## src/rtl/wb_pkg.sv

```systemverilog
// Shared types and helpers for the write-back arbiter.
// wb_entry_t carries one pending register write {rd, data}.
// wb_addr_hit() is the pending-write address match used by the query ports.
package wb_pkg;

   localparam int unsigned WB_N     = 32;
   localparam int unsigned WB_W     = 32;
   localparam int unsigned WB_AW    = $clog2(WB_N);
   localparam int unsigned WB_DEPTH = 4;

   typedef struct packed {
      logic [WB_AW-1:0] rd;
      logic [WB_W-1:0]  data;
   } wb_entry_t;

   // x0 is never pending, so address 0 never matches.
   function automatic logic wb_addr_hit(input logic [WB_AW-1:0] q,
                                        input logic [WB_AW-1:0] e,
                                        input logic             v);
      return v && (q != '0) && (q == e);
   endfunction

endpackage

```

## src/rtl/wb_fifo.sv

```systemverilog
// Load-result FIFO for the write-back arbiter.
// Ports:
//   clk, reset           clock, asynchronous active-high reset
//   push, push_data      enqueue (ignored when full)
//   pop, head            dequeue (ignored when empty), head entry
//   count, full, empty   occupancy status
//   entries, valid       every slot and its occupancy, for scoreboard matching
module wb_fifo
   import wb_pkg::*;
#(
   parameter int unsigned DEPTH = WB_DEPTH,
   parameter type         T     = wb_entry_t
) (
   input  logic                       clk,
   input  logic                       reset,
   input  logic                       push,
   input  T                           push_data,
   input  logic                       pop,
   output T                           head,
   output logic [$clog2(DEPTH+1)-1:0] count,
   output logic                       full,
   output logic                       empty,
   output T                           entries [DEPTH],
   output logic [DEPTH-1:0]           valid
);

   localparam int unsigned IW = $clog2(DEPTH);
   localparam int unsigned PW = IW + 1;
   localparam int unsigned CW = $clog2(DEPTH + 1);

   logic [PW-1:0] wr_ptr;
   logic [PW-1:0] rd_ptr;
   T              mem [DEPTH];

   // Extra pointer MSB distinguishes full from empty when the indices coincide.
   assign empty = (wr_ptr == rd_ptr);
   assign full  = (wr_ptr[PW-1] != rd_ptr[PW-1]) && (wr_ptr[IW-1:0] == rd_ptr[IW-1:0]);
   assign count = CW'(wr_ptr - rd_ptr);
   assign head  = mem[rd_ptr[IW-1:0]];
   assign entries = mem;

   // Pointer state
   always_ff @(posedge clk or posedge reset) begin
      if (reset) begin
         wr_ptr <= '0;
         rd_ptr <= '0;
      end else begin
         if (push && !full)  wr_ptr <= wr_ptr + PW'(1);
         if (pop  && !empty) rd_ptr <= rd_ptr + PW'(1);
      end
   end

   // Storage; contents are qualified by valid, so no reset needed
   always_ff @(posedge clk) begin
      if (push && !full) mem[wr_ptr[IW-1:0]] <= push_data;
   end

   // A slot is live when its distance from the read pointer is below the count
   for (genvar i = 0; i < DEPTH; i++) begin : g_valid
      logic [IW-1:0] offset;
      assign offset   = IW'(i) - rd_ptr[IW-1:0];
      assign valid[i] = (CW'(offset) < count);
   end

endmodule

```

## src/rtl/wb_arbiter.sv

```systemverilog
// Write-back arbiter: merges single-cycle ALU results and queued load results
// onto the single register-file write port, and reports in-flight writes.
// ALU results have strict priority; loads drain through wb_fifo in idle slots.
// Ports:
//   clk, reset                         clock, asynchronous active-high reset
//   alu_valid/alu_rd/alu_data          ALU result (never back-pressured)
//   ld_valid/ld_ready/ld_rd/ld_data    load result handshake
//   alu_stall                          FIFO full, issue must bubble the ALU
//   rf_wen/rf_waddr/rf_wdata           registered register-file write port
//   q_addr/q_pending                   pending-write queries
//   q_fwd_hit/q_fwd_data               forwarded value of a pending write
//   fifo_count                         load FIFO occupancy
// Build option: define WB_FWD_EN to enable operand forwarding; otherwise
// q_fwd_hit and q_fwd_data are tied to zero.
module wb_arbiter
   import wb_pkg::*;
#(
   parameter  int unsigned N     = WB_N,
   parameter  int unsigned W     = WB_W,
   parameter  int unsigned DEPTH = WB_DEPTH,
   parameter  int unsigned NQ    = 3,
   localparam int unsigned AW    = $clog2(N),
   localparam int unsigned CW    = $clog2(DEPTH + 1)
) (
   input  logic                clk,
   input  logic                reset,
   input  logic                alu_valid,
   input  logic [AW-1:0]       alu_rd,
   input  logic [W-1:0]        alu_data,
   input  logic                ld_valid,
   output logic                ld_ready,
   input  logic [AW-1:0]       ld_rd,
   input  logic [W-1:0]        ld_data,
   output logic                alu_stall,
   output logic                rf_wen,
   output logic [AW-1:0]       rf_waddr,
   output logic [W-1:0]        rf_wdata,
   input  logic [NQ-1:0][AW-1:0] q_addr,
   output logic [NQ-1:0]       q_pending,
   output logic [NQ-1:0]       q_fwd_hit,
   output logic [NQ-1:0][W-1:0] q_fwd_data,
   output logic [CW-1:0]       fifo_count
);

   wb_entry_t        fifo_push_data;
   wb_entry_t        fifo_head;
   wb_entry_t        fifo_entries [DEPTH];
   logic [DEPTH-1:0] fifo_valid;
   logic             fifo_full;
   logic             fifo_empty;
   logic             fifo_push;
   logic             fifo_pop;
   logic             alu_take;

   // Handshake and priority decode
   assign ld_ready       = (fifo_count < CW'(DEPTH)) && !reset;
   assign alu_stall      = fifo_full;
   assign alu_take       = alu_valid && (alu_rd != '0);
   assign fifo_push      = ld_valid && ld_ready && (ld_rd != '0);
   assign fifo_pop       = !alu_take && !fifo_empty;
   assign fifo_push_data = wb_entry_t'{rd: WB_AW'(ld_rd), data: WB_W'(ld_data)};

   wb_fifo #(
      .DEPTH (DEPTH),
      .T     (wb_entry_t)
   ) u_fifo (
      .clk       (clk),
      .reset     (reset),
      .push      (fifo_push),
      .push_data (fifo_push_data),
      .pop       (fifo_pop),
      .head      (fifo_head),
      .count     (fifo_count),
      .full      (fifo_full),
      .empty     (fifo_empty),
      .entries   (fifo_entries),
      .valid     (fifo_valid)
   );

   // Output register: ALU first, then FIFO head; address/data hold when idle
   always_ff @(posedge clk or posedge reset) begin
      if (reset) begin
         rf_wen   <= 1'b0;
         rf_waddr <= '0;
         rf_wdata <= '0;
      end else begin
         rf_wen <= alu_take || !fifo_empty;
         if (alu_take) begin
            rf_waddr <= alu_rd;
            rf_wdata <= alu_data;
         end else if (!fifo_empty) begin
            rf_waddr <= AW'(fifo_head.rd);
            rf_wdata <= W'(fifo_head.data);
         end
      end
   end

   // Pending query: any live FIFO slot or the write currently on the port
   always_comb begin
      q_pending = '0;
      for (int i = 0; i < NQ; i++) begin
         logic hit;
         hit = wb_addr_hit(WB_AW'(q_addr[i]), WB_AW'(rf_waddr), rf_wen);
         for (int j = 0; j < DEPTH; j++) begin
            hit = hit | wb_addr_hit(WB_AW'(q_addr[i]), fifo_entries[j].rd, fifo_valid[j]);
         end
         q_pending[i] = hit;
      end
   end

`ifdef WB_FWD_EN
   // At most one in-flight write matches an address, so an OR-mux suffices
   always_comb begin
      q_fwd_hit  = q_pending;
      q_fwd_data = '0;
      for (int i = 0; i < NQ; i++) begin
         if (wb_addr_hit(WB_AW'(q_addr[i]), WB_AW'(rf_waddr), rf_wen))
            q_fwd_data[i] = q_fwd_data[i] | rf_wdata;
         for (int j = 0; j < DEPTH; j++) begin
            if (wb_addr_hit(WB_AW'(q_addr[i]), fifo_entries[j].rd, fifo_valid[j]))
               q_fwd_data[i] = q_fwd_data[i] | W'(fifo_entries[j].data);
         end
      end
   end
`else
   assign q_fwd_hit  = '0;
   assign q_fwd_data = '0;

   // Slot data is only consumed by forwarding
   logic unused_fwd;
   always_comb begin
      unused_fwd = 1'b0;
      for (int j = 0; j < DEPTH; j++) unused_fwd = unused_fwd ^ (^fifo_entries[j].data);
   end
`endif

endmodule

```

## config.mk

```make
export PLATFORM = sky130hd
export DESIGN_NAME = wb_arbiter
export DESIGN_NICKNAME = d
export VERILOG_FILES = /design/src/rtl/wb_pkg.sv /design/src/rtl/wb_fifo.sv /design/src/rtl/wb_arbiter.sv
export SDC_FILE = /design/constraint.sdc
export NUM_CORES = 1
export LEC_CHECK = 0
export CORE_ASPECT_RATIO = 1.4
export CORE_MARGIN = 10
export CORE_UTILIZATION = 40
export DETAILED_ROUTE_END_ITERATION = 6
export GPL_ROUTABILITY_DRIVEN = 0
export GPL_TIMING_DRIVEN = 1
export PLACE_DENSITY = 0.67
export REMOVE_ABC_BUFFERS = 1
export SLEW_MARGIN = 10
export SYNTH_ARGS = -nofsm -noshare
export SYNTH_HDL_FRONTEND = slang
export SYNTH_HIERARCHICAL = 1
export SYNTH_SLANG_ARGS = --single-unit
```

## constraint.sdc

```tcl
create_clock -name clk -period 4.7 [get_ports clk]
set_clock_uncertainty 0.2 [all_clocks]
set_input_delay 0.47 -clock clk [delete_from_list [all_inputs] [get_ports clk]]
set_output_delay 0.47 -clock clk [all_outputs]
set_load 0.02 [all_outputs]
```

======== Yosys cells after proc, flatten, opt, wreduce, memory -nomap -nowiden ========
Cells that the tools add are included.
Widths: inputs -> output; s select.
cells by class
  multiplexer cells ....................... 10
  $mul .................................... 0
  order comparisons ....................... 8
  shift operators ......................... 0
  eq/ne operators ......................... 19
  div/mod/pow operators ................... 0
  add/sub/neg operators ................... 7
  reductions and logical operators ........ 49
  bitwise gates (word level) .............. 14
operators with widths
  cell                 number
  $bwmux 148           1
  $mux 37              3
  $eq 5x5->1           15
  $bmux 37 s2          1
  $demux 37 s2         1
  $mux 32              2
  $logic_and 1x1->1    39
  $reduce_bool 5->1    5
  $lt 2x3->1           4
  $or 1x1->1           12
  $mux 5               2
  $add 3x1->3 const B  2
  $ge 3x3->1 const B   2
  $not 2->3            2
  $logic_not 1->1      4
  $sub 1x2->2 const A  2
  $sub 2x2->2 const A  2
  $eq 3x3->1           1
  $lt 3x1->1 const B   1
  $lt 3x3->1 const B   1
  $sub 3x3->3          1
  $eq 2x2->1           1
  $ne 2x1->1 const B   1
  $logic_or 1x1->1     1
  $ne 1x1->1           1
word-level totals
  ROM bits ................................ 0
  memory bits (writable) .................. 0
  register bits ........................... 192
  memories ................................ 0
  output and inout port bits .............. 145
  input bits .............................. 93
  latch bits .............................. 0

======== Logic depth before layout (Yosys ltp) ========
  depth after elaboration ................. 8
  depth in mapped cells ................... 12
  depth with buffers taken out ............ 11

======== By module ========
The synthesis kept the hierarchy.
by module, submodules not included
  module      times used  area each (um2)  cells an instance  seq. area each (um2)
  wb_fifo     1           5,923.2          257                4,594.4
  wb_arbiter  1           3,578.4          401                950.9

======== Least setup slack after synthesis ========
Ideal clock, no wire load.
  path kind ............................... register to register
  start ................................... register u_fifo.rd_ptr[1]
  end ..................................... register u_fifo.mem (netlist bit u_fifo/entries[0]), enable pin
  required time ........................... 4.102 ns
  data arrival time ....................... 3.468 ns
  setup slack ............................. 0.634 ns
  period minus slack after synthesis ...... 4.066 ns
  setup time .............................. 0.398 ns
  cell stages (with the launch flop) ...... 11
  cells stage by stage .................... dfrtp_1 -> buf_2 -> buf_2 -> inv_1 -> fa_1 -> xnor2_1 -> inv_1 -> nor2_1 -> nand2_1 -> a21oi_1 -> and3_1
on the way
  longest elaborated chain between the ends .. 6
  elaborated cells between the ends (all ways) .. 9
  classes of those cells .................. add/sub (1); order compare (1); eq/ne (1); reduce/logical (6)
ends and longest elaborated chain
  element                          line              RTL
  start: declaration               wb_fifo.sv:32     logic [PW-1:0] rd_ptr;
  start signal: assignment         wb_fifo.sv:49     if (pop && !empty) rd_ptr <= rd_ptr + PW'(1);
  $sub 3x3->3                      wb_fifo.sv:38     assign count = CW'(wr_ptr - rd_ptr);
  via fifo_count[2]                wb_arbiter.sv:42  output logic [CW-1:0] fifo_count
  $lt 3x3->1                       wb_arbiter.sv:56  assign ld_ready = (fifo_count < CW'(DEPTH)) && !reset;
  $logic_and 1x1->1                wb_arbiter.sv:56
  via ld_ready                     wb_arbiter.sv:31  output logic ld_ready,
  $logic_and 1x1->1 (2 in series)  wb_arbiter.sv:59  assign fifo_push = ld_valid && ld_ready && (ld_rd != '0);
  via fifo_push                    wb_arbiter.sv:51  logic fifo_push;
  $logic_and 1x1->1                wb_fifo.sv:55     if (push && !full) mem[wr_ptr[IW-1:0]] <= push_data;
  end signal: indexed assignment   wb_fifo.sv:55
  end: declaration                 wb_fifo.sv:33     T mem [DEPTH];
The timed path passes the listed nets, and every way through them passes these cells.
A chain may end at the register's enable or synchronous reset.

======== Final worst setup path ========
  start ................................... register u_fifo.wr_ptr[0]
  end ..................................... output q_pending[0]
on the way
  elaborated cells between the ends (all ways) .. 17
  classes of those cells .................. add/sub (1); order compare (4); bitwise (4); reduce/logical (8)
RTL lines
  element                          line               RTL
  start: declaration               wb_fifo.sv:31      logic [PW-1:0] wr_ptr;
  start signal: assignment         wb_fifo.sv:48      if (push && !full) wr_ptr <= wr_ptr + PW'(1);
  $sub 3x3->3                      wb_fifo.sv:38
  $lt 2x3->1                       wb_fifo.sv:62      assign valid[i] = (CW'(offset) < count);
  via fifo_valid[2]                wb_arbiter.sv:48   logic [DEPTH-1:0] fifo_valid;
  $logic_and 1x1->1 (2 in series)  wb_pkg.sv:20       return v && (q != '0) && (q == e);
  $or 1x1->1 (2 in series)         wb_arbiter.sv:105  hit = hit | wb_addr_hit(WB_AW'(q_addr[i]), fifo_entries[j].rd, fifo_valid[j]);
  end: declaration                 wb_arbiter.sv:39   output logic [NQ-1:0] q_pending,
The timed path passes the listed nets, and every way through them passes these cells.

==> impl_results.md <==
- Multi-input logic area: around 3400 sq um
- Iter 0 DRT Violations: between 300 and 400
- Wirelength per Cell: between 20 and 25 um
- N_diodes: 0
- Detailed Place HPWL: 16700 um
- Area Overhead vs Synth: 20.2%
- CP Class: reg -> out
- Yosys top cell by area: edfxtp_1
- Vias in the first global route: ~5700
- Critical Path Most Common Cell: inv_1
- Final worst path period share: 0.912
- Routed Wire Length: between 20000 and 25000 um
- Crit path max-delay family: adder cells
- First-pass GRT wire length: around 34000 um
- Worst Max-Slew Pin Slew: 986 ps
- Dpl cell area: approximately 11000 sq um
- Final min period: approximately 4300 ps
- Antenna violations before repair: 0
- Setup bufs post-CTS: 0
- Status: finished clean
- Via/cell ratio: 4.90
- Register area share after synthesis: 0.584
- Total number of vias: 5423
- EDFF count, synth: roughly 150
- Die H: ~200 um
- Post-synth top flop: edfxtp_1
- Drt drc: 0
- Distinct cells, synth: 36
- CP Buf/Inv Count: 4
- Placement Setup Slack: between 800 and 900 ps
- Core area: roughly 23000 sq um
- Die X: about 150 um
- Mean Syn Cell Area: around 14 sq um
- Largest net degree at the start of global routing: 74
- Synth Register Bits: around 190
- Hold Buf Count CTS: 0
- Final ANT Viol Nets: 0
- CTS tree: done
- Final hold vios: 0
- Die area: ~30000 sq um
- Num rows: 66
- Longest Clk Path Bufs: 2
- Num CTS Buffers: 17
- Yosys warnings: 6
- Layout cells sized above 1: 0.143
- Clock sinks: between 150 and 200
- CP max stage delay: approximately 600 ps
- H-tree level count: 4
- Root Driver: clkbuf_16
- CTS resizes: 0
- Synth Cell Area: ~9500 sq um
- CP Cell Sequence: inv_1 > ha_1 > inv_1 > fa_1 > inv_1 > ha_1 > nor2b_1 > o21ai_0 > nand3_1 > nand3_1 > o22a_1 > clkdlybuf4s50_1
- Commonest cells after routing, fill and taps aside: 148 x edfxtp_1, 138 x clkdlybuf4s50_1, 99 x conb_1, 61 x xor2_1, 42 x dfrtp_1
- LEAKAGE: a little over 4 nW
- Most common cell after layout, fill and taps aside: edfxtp_1
- Yosys top cell area share: 0.468
- PD cells: roughly 590 nW/um^2
- Router iterations before antenna repair: 4
- CP arrival: 3620 ps
- Slowest CP cell: clkdlybuf4s50_1
- Storage cell area: about 5600 sq um
- Overflow left after global routing: 0
- Tot GR Track Use: 0.150
- Syn Inst Count: 658
- Highest Clock Rate: ~0.23 GHz
- CP startpoint kind: flop
- Finished layout cell area: ~11000 sq um
- RSZ-0062 raised after global routing: false
- Number of port buffers: around 140
- Maxcap violations: 0
- Io pins: 238
- Synth top area cells: edfxtp_1 47%, dfrtp_1 12%, mux4_2 8.8%, buf_4 8.3%, xor2_1 5.6%
- Fillers: 2078
- Fin. max-slew vios: 0
- CP required: 4030 ps
- Asr flop ratio synth: 0.229
- Clk_lat worst skew: between 400 and 500 ps
- Nets: a little under 900
- Slew headroom: 0.343
- Max FO, Critical Path: 5
- Worst Hold Class: in -> async
- Final setup violating endpoints: 0
- Starting density of the core: 0.408
- Worst setup EP type: output pin
- Worst-path clk slew: approximately 70 ps
- VDD IR-drop max: ~360 uV
- Worst Setup Slack, final: between 400 and 500 ps
[cells by family (layout without fill, tap and decap cells)]
family | count (synthesis) | in the layout | share of synthesized area
and+or+nand+nor | 97 | 97 | 0.0491
muxes | 76 | 76 | 0.129
AOI/OAI and AO/OA | 51 | 51 | 0.0400
xor gates and xnor gates | 80 | 80 | 0.0737
DFF | 192 | 192 | 0.584
adders and majority gates | 14 | 14 | 0.0192
other | 1 | 99 | 0.000395
buffers and inverters | 147 | 191 | 0.105
[report_power, final]
| part | leakage [nW] | switching, W | total [W] | internal (W) |
|---|---|---|---|---|
| clock | 0.283 | 0.000645 | 0.00145 | 0.000808 |
| combinational | 2.02 | 0.00156 | 0.00286 | 0.00131 |
| sequential | 1.83 | 0.000200 | 0.00238 | 0.00218 |
| total | 4.14 | 0.00240 | 0.00669 | 0.00429 |
[through the flow]
step           setup TNS (ps)  total power (W)   util  instances  hold slack, ps
3_5_place_dp                0          0.00533  0.465       1074             359
2_1_floorplan         -109930          0.00428      -        621            61.0
3_3_place_gp                0          0.00531  0.465       1074             347
4_1_cts                     0          0.00680  0.490       1106             127
5_1_grt                     0          0.00710  0.490       1106             156
6_report                    0          0.00669  0.490       1106             140
[state kept, by name, indices dropped and copies added (netlist names)]
signal,cells
rf_waddr,5
u_fifo/wr_ptr,3
u_fifo/entries,148
rf_wdata,32
rf_wen,1
u_fifo/rd_ptr,3
[path summary, 6_finish.rpt]
kind                             startpoint                   to  slack [ps]  cells after the start
hold / removal                        reset     u_fifo/wr_ptr[2]         140                      2
min in group clk           u_fifo/wr_ptr[0]     u_fifo/wr_ptr[0]         370                      1
setup reg to reg           u_fifo/wr_ptr[0]  u_fifo/entries[140]         910                     11
max in group asynchronous             reset          rf_wdata[0]        3230                      2
hold reg to reg            u_fifo/wr_ptr[0]     u_fifo/wr_ptr[0]         370                      1
setup / recovery           u_fifo/wr_ptr[0]         q_pending[0]         410                     12
[layer usage]
metal | vias to the layer above | part of all wire | track usage | wire length [um]
met5 | - | 0 | 0 | 0
met4 | 0 | 0.023 | 0.0578 | 523
met3 | 29 | 0.086 | 0.0393 | 1980
met2 | 217 | 0.53 | 0.271 | 12300
met1 | 2722 | 0.36 | 0.162 | 8220
li1 | 2455 | - | - | -
[cell usage after synthesis (all sizes together), types with 2 or more instances]
master	count
xor2	61
nor2	41
o22a	3
a21oi	36
mux2	3
and3	4
inv	12
or4	4
nor2b	4
clkbuf	16
ha	13
nand3	20
mux2i	36
mux4	37
edfxtp	148
nor4	15
nand2	7
o21ai	7
dfrtp	44
a22o	2
xnor2	19
buf	119
[area by class of cell]
| class | instances | area share |
|---|---|---|
| clock buffers | 19 | 0.0388 |
| clock inverters | 13 | 0.0129 |
| inverters | 12 | 0.00394 |
| multi-input cells | 417 | 0.294 |
| flip-flops and latches | 192 | 0.486 |
| well taps | 306 | 0.0335 |
| repair buffers | 147 | 0.131 |
Power figures use the tool's default switching activity.
